[src/rtl/pipe_stall_ctrl.sv]
// Pipeline stall controller: merges the ID load-use stall with multi-cycle EX ops,
// sequences the EX cycle index and keeps a saturating stall-cycle counter.
module pipe_stall_ctrl #(
  parameter int CNT_W  = 6,
  parameter int PERF_W = 32
) (
  input  logic              clk,
  input  logic              rst,
  input  logic              stallreq_id,
  input  logic              ex_mc_req,
  input  logic [CNT_W-1:0]  ex_mc_len,
  input  logic              ex_mc_abort,
  output logic [5:0]        stall,
  output logic [CNT_W-1:0]  ex_mc_cnt,
  output logic              ex_mc_done,
  output logic [PERF_W-1:0] stall_cycles
);

  typedef enum logic {
    IDLE,
    RUN
  } state_t;

  localparam logic [5:0] STALL_EX = 6'b001111;
  localparam logic [5:0] STALL_ID = 6'b000111;

  state_t           state, state_nx;
  logic [CNT_W-1:0] cnt, cnt_nx;
  logic [CNT_W-1:0] len_q, len_nx;
  logic [5:0]       id_stall;

  assign id_stall = stallreq_id ? STALL_ID : 6'b000000;

  always_comb begin
    state_nx   = state;
    cnt_nx     = cnt;
    len_nx     = len_q;
    stall      = '0;
    ex_mc_cnt  = '0;
    ex_mc_done = 1'b0;
    if (!rst) begin
      unique case (state)
        IDLE: begin
          if (ex_mc_req && (ex_mc_len != '0)) begin
            stall    = STALL_EX;
            state_nx = RUN;
            cnt_nx   = CNT_W'(1);
            len_nx   = ex_mc_len;
          end else begin
            // zero-length op completes in its acceptance cycle
            stall      = id_stall;
            ex_mc_done = ex_mc_req;
          end
        end
        RUN: begin
          ex_mc_cnt = cnt;
          if (ex_mc_abort || !ex_mc_req) begin
            stall    = id_stall;
            state_nx = IDLE;
            cnt_nx   = '0;
          end else if (cnt < len_q) begin
            stall  = STALL_EX;
            cnt_nx = cnt + CNT_W'(1);
          end else begin
            stall      = id_stall;
            ex_mc_done = 1'b1;
            state_nx   = IDLE;
            cnt_nx     = '0;
          end
        end
        default: state_nx = IDLE;
      endcase
    end
  end

  always_ff @(posedge clk) begin
    if (rst) begin
      state <= IDLE;
      cnt   <= '0;
      len_q <= '0;
    end else begin
      state <= state_nx;
      cnt   <= cnt_nx;
      len_q <= len_nx;
    end
  end

  always_ff @(posedge clk) begin
    if (rst) begin
      stall_cycles <= '0;
    end else if (stall[0] && (stall_cycles != '1)) begin
      stall_cycles <= stall_cycles + PERF_W'(1);
    end
  end

endmodule

[config.mk]
export PLATFORM = sky130hd
export DESIGN_NAME = pipe_stall_ctrl
export DESIGN_NICKNAME = d
export VERILOG_FILES = /design/src/rtl/pipe_stall_ctrl.sv
export SDC_FILE = /design/constraint.sdc
export NUM_CORES = 1
export LEC_CHECK = 0
export BUFFER_PORTS_ARGS = -buffer_cell sky130_fd_sc_hd__buf_2
export CAP_MARGIN = 10
export CORE_MARGIN = 5
export CORE_UTILIZATION = 58
export CTS_BUF_LIST = sky130_fd_sc_hd__clkbuf_8 sky130_fd_sc_hd__clkbuf_16
export CTS_CLUSTER_SIZE = 25
export DETAILED_ROUTE_END_ITERATION = 12
export PLACE_DENSITY = 0.85
export SLEW_MARGIN = 20
export SYNTH_ARGS = -nofsm -noshare
export SYNTH_HDL_FRONTEND = slang
export SYNTH_SLANG_ARGS = --single-unit
[constraint.sdc]
create_clock -name clk -period 5.73 [get_ports clk]
set_input_delay 1.719 -clock clk [delete_from_list [all_inputs] [get_ports clk]]
set_output_delay 1.719 -clock clk [all_outputs]
set_load 0.01 [all_outputs]
### After elaboration in Yosys (flattened, before gate mapping)

Cells that the tools add are included.

| word-level totals | value |
|---|---|
| word-level logic and storage cells | 37 |
| bits in registers | 45 |

| cells by class | value |
|---|---|
| magnitude comparators | 1 |
| eq/ne operators | 2 |
| multiplexer cells | 21 |
| bitwise operators | 1 |
| add/sub/neg operators | 2 |
| reduce and logical (&&, ||, !) cells | 6 |

Operator list:

| cell | number |
|---|---|
| 6-bit two-way mux | 6 |
| 32-bit by 1-bit adder with 32-bit output, second input constant | 1 |
| 32-bit inequality test, second input constant | 1 |
| 6-bit one-hot mux with 2 select lines | 2 |
| 4-bit two-way mux | 3 |
| 1-bit two-way mux | 7 |
| 6-bit by 1-bit adder with 6-bit output, second input constant | 1 |
| 6-bit < comparator | 1 |
| 6-bit nonzero test | 1 |
| 1-bit one-hot mux with 2 select lines | 2 |
| 3-bit two-way mux | 1 |
| 1-bit logical AND | 2 |
| 2-bit inequality test, second input constant | 1 |
| 2-bit AND reduction | 1 |
| 1-bit zero test | 1 |
| 1-bit logical OR | 1 |
| 1-bit NOT | 1 |

### Logic depth before layout (Yosys ltp)

| logic depth | value |
|---|---|
| depth after elaboration | 6 |
| gate-level depth with buffers | 11 |
| gate-level depth less buffers | 9 |

### Least setup slack after synthesis

Ideal clock, no wire load.

| timing path | value |
|---|---|
| path type | input port to output port |
| start | input port ex_mc_len[0] |
| end | output port stall[1] |
| stages on the path | 8 |
| required time | 4011 ps |
| buffers on the path | 3 |
| arrival | 3057 ps |
| setup slack | 954 ps |
| path through | nor2_1 a31oi_4 nor2_1 a21o_1 buf_2 clkbuf_1 inv_1 buf_4 |

| between the ends | value |
|---|---|
| cells in the longest elaborated chain, start to end | 5 |

Ends and longest elaborated chain:

| what | RTL line | RTL |
|---|---|---|
| start: declaration | 11 | `input logic [CNT_W-1:0] ex_mc_len,` |
| 6-bit nonzero test | 44 | `if (ex_mc_req && (ex_mc_len != '0)) begin` |
| 1-bit logical AND | 44 |  |
| 4-bit two-way mux | 44 |  |
| 6-bit one-hot mux with 2 select lines | 42 | `unique case (state)` |
| 6-bit two-way mux | 41 | `if (!rst) begin` |
| end: declaration | 13 | `output logic [5:0] stall,` |

Every way passes these cells. The select of a mux whose other input is x is not followed.

### Final worst setup path

| timing path | value |
|---|---|
| start | input port ex_mc_len[4] |
| end | output port stall[2] |

The elaborated chain is that of the path after synthesis.

==> summary.txt <==
Die
  – CORE AREA: around 0.0041 sq mm
  – Initial Util: slightly above 60%
  – Die W: about 75 microns
  – Total die area: ~0.0056 sq mm
  – Ports: 56
  – Die height: about 75 microns
  – Num rows: 23

CTS
  – Clk Latency, worst-skew pair: approximately 0.3 ns
  – H-tree level count: 2
  – CTS root buffer: clkbuf_8
  – CTS tree: yes
  – CTS Buffer Depth: 2
  – CTS Buf Count: 5
  – Setup bufs post-CTS: 0
  – Post-CTS sizing: 0
  – Clock transition at path regs: about 0.080 ns
  – Clk sinks: between 40 and 50
  – CTS Hold Bufs: 0

Power and ir drop
  – Switching Fraction: 23.8%
  – PwrDens: approximately 220 mW/mm^2
  – Part of the power in registers: 53.2%
  – LEAKAGE: approximately 0.0012 uW
  – Final Power: roughly 610 uW
  – Switching pwr: about 140 uW
  – Internal: about 460 uW
  – Max IR drop VDD: about 0.17 mV
  – Clk pwr share: about two fifths
  – Logic pwr share: ~8.7%

Final layout
  – Fillers: ~350
  – Layout cells sized above 1: between 20% and 30%
  – Diode count: 0
  – Most common cell after layout, fill and taps aside: buf_2
  – Layout area overhead: 14.2%
  – Post-route cell area: approximately 0.0028 sq mm
  – Commonest cells after routing, fill and taps aside: 53 x buf_2, 45 x dfxtp_1, 36 x a21oi_1
  – Nets: around 370

Timing
  – Hold Slack: 0.498 ns
  – Unrepaired setup endpoints after global routing: no
  – Relative slew slack: a little over half
  – Period utilisation layout: roughly 80%
  – Clk_skew: about 0.0088 ns
  – Final hold viol count: 0
  – Peak Freq: around 210 MHz
  – Final setup fails: 0
  – Crit path time final: ~4.7 ns
  – Setup TNS: 0 ns
  – Worst Max-Slew Pin Slew: a little over 0.7 ns
  – Fin. max-slew vios: 0

Flow run
  – Max_cap viols: 0

Logic synthesis
  – Post-synth top flop: dfxtp_1
  – Asr flop ratio synth: 0%
  – Post-synth top area share: 36.7%
  – Ys Warns: 0
  – Syn Std Cell Area: about 0.0025 sq mm
  – Leading area contributor after synthesis: dfxtp_1
  – Synthesized area per cell: 8.03 sq um
  – Syn Inst Count: 306
  – #FFs+latches synth: 45
  – Synth unique cells: between 50 and 60
  – Sequential area share after synthesis: between 30% and 40%
  – Post-synth EDFFs: 0
  – Synth area leaders: dfxtp_1 37%, a21oi_1 7.3%, nor2_1 4.9%

Place
  – Post-DP HPWL: between 4000 and 5000 microns
  – Port buffer count: 53
  – Cell area after placement: around 0.0027 sq mm
  – GP Congestion: 0.845

Critical path
  – CP Data Arrival Time: 2.96 ns
  – Worst setup SP type: input port
  – Worst-path fanout max: 14
  – Crit end category: output pin
  – Required @ worst endpoint: about 4 ns
  – Critical path class: input port to output pin

Global routing
  – Initial antenna violation count: 0
  – Vias in the first global route: around 2,100
  – Global-route wire length before repair: around 9600 microns
  – Gr usage total: 21.9%
  – Largest net degree at the start of global routing: 55
  – GRT overflow: 0

Detailed routing
  – First-pass iteration count of the detailed router: 4
  – Post-route DRC: 0
  – Antenna viol nets, final: 0
  – Drt total wl: about 5900 microns
  – DR vias: between 2,000 and 2,500
  – WL/cell: 14.8 microns
  – DR vias/cell: just over 6
  – Starting DRT DRC Count: ~180

Status
  – Outcome: finished clean

Hold path
  – Worst Hold Class: register to register
-- cells in the mapped netlist, types with 3 or more instances --
master,count
dfxtp_1,45
and2_1,9
inv_1,10
nand3_1,21
nand2_1,9
ha_1,7
o21a_1,4
and3_1,3
nor2b_1,5
o31a_1,4
o21ai_0,21
o311ai_0,3
or3_1,19
buf_4,4
buf_2,5
nor4_1,5
o41ai_1,3
nor2_1,32
clkbuf_1,9
a21oi_1,36
nand4_1,13
and4_1,3
-- metrics by stage --
step / std cells / util [%] / setup slack (ns)
2_1_floorplan: 307 / - / 0.954
3_3_place_gp: 392 / 66.5 / 1.11
3_5_place_dp: 392 / 66.5 / 1.07
4_1_cts: 399 / 69.1 / 1.06
5_1_grt: 399 / 69.2 / 0.976
6_report: 399 / 69.2 / 1.06
-- metal layers --
metal / vias to the layer above / share of wire, % / GRT usage, % / wire length (microns)
met4: 0 / 1.9 / 10.9 / 112
met3: 11 / 7.2 / 6.68 / 426
li1: 1209 / - / - / -
met1: 1140 / 44 / 27.6 / 2590
met5: - / 0 / 0 / 0
met2: 86 / 47 / 33.9 / 2790
-- final cells by class --
cell class / instances / area (sq um) / share of cell area (%)
inverters: 11 / 41.3 / 1.47
flip-flops and latches: 45 / 901 / 32.1
well taps: 50 / 62.6 / 2.23
clock inverters: 2 / 35.0 / 1.25
multi-input cells: 231 / 1420 / 50.5
repair buffers: 55 / 280 / 9.99
clock buffers: 5 / 68.8 / 2.45
-- state kept, by name, summed over array words and instances, names as in the netlist --
name,count
cnt,6
stall_cycles,32
state,1
len_q,6
-- worst max-delay path: stages --
cell and delay [ns]:
buf_2 0.10, nor2_1 0.22, a31oi_4 0.23, nor2_1 0.24, a21o_1 0.21, inv_1 0.09
buf_2 0.14
-- power groups by stage --
stage / logic, uW / clock network [uW] / registers, uW
after floorplan: 38.9 / 0 / 330
after global routing: 59.1 / 249 / 324
after detailed placement: 52.3 / 0 / 330
after global placement: 51.4 / 0 / 330
final: 52.8 / 231 / 323
after CTS: 52.4 / 235 / 323
-- cell families after synthesis --
family	Yosys count	share of synthesized area, %
muxes	3	1.32
adders and majority gates	7	3.56
DFF	45	36.7
buffers and inverters	31	5.91
AOI/OAI and AO/OA	84	21.4
other	1	0.153
and+or+nand+nor	134	30.6
xor gates and xnor gates	1	0.356
-- worst paths after layout --
kind,startpoint,end,slack (ns),depth (start not counted)
worst max-delay path,ex_mc_len[4],stall[2],1.06,7
worst min-delay path,stall_cycles[23]$_SDFFE_PP0P_,stall_cycles[23]$_SDFFE_PP0P_,0.50,2
worst max register to register,cnt[5]$_SDFFE_PP0P_,stall_cycles[5]$_SDFFE_PP0P_,3.18,8
worst min register to register,stall_cycles[23]$_SDFFE_PP0P_,stall_cycles[23]$_SDFFE_PP0P_,0.50,2
Power figures use the tool's default switching activity.
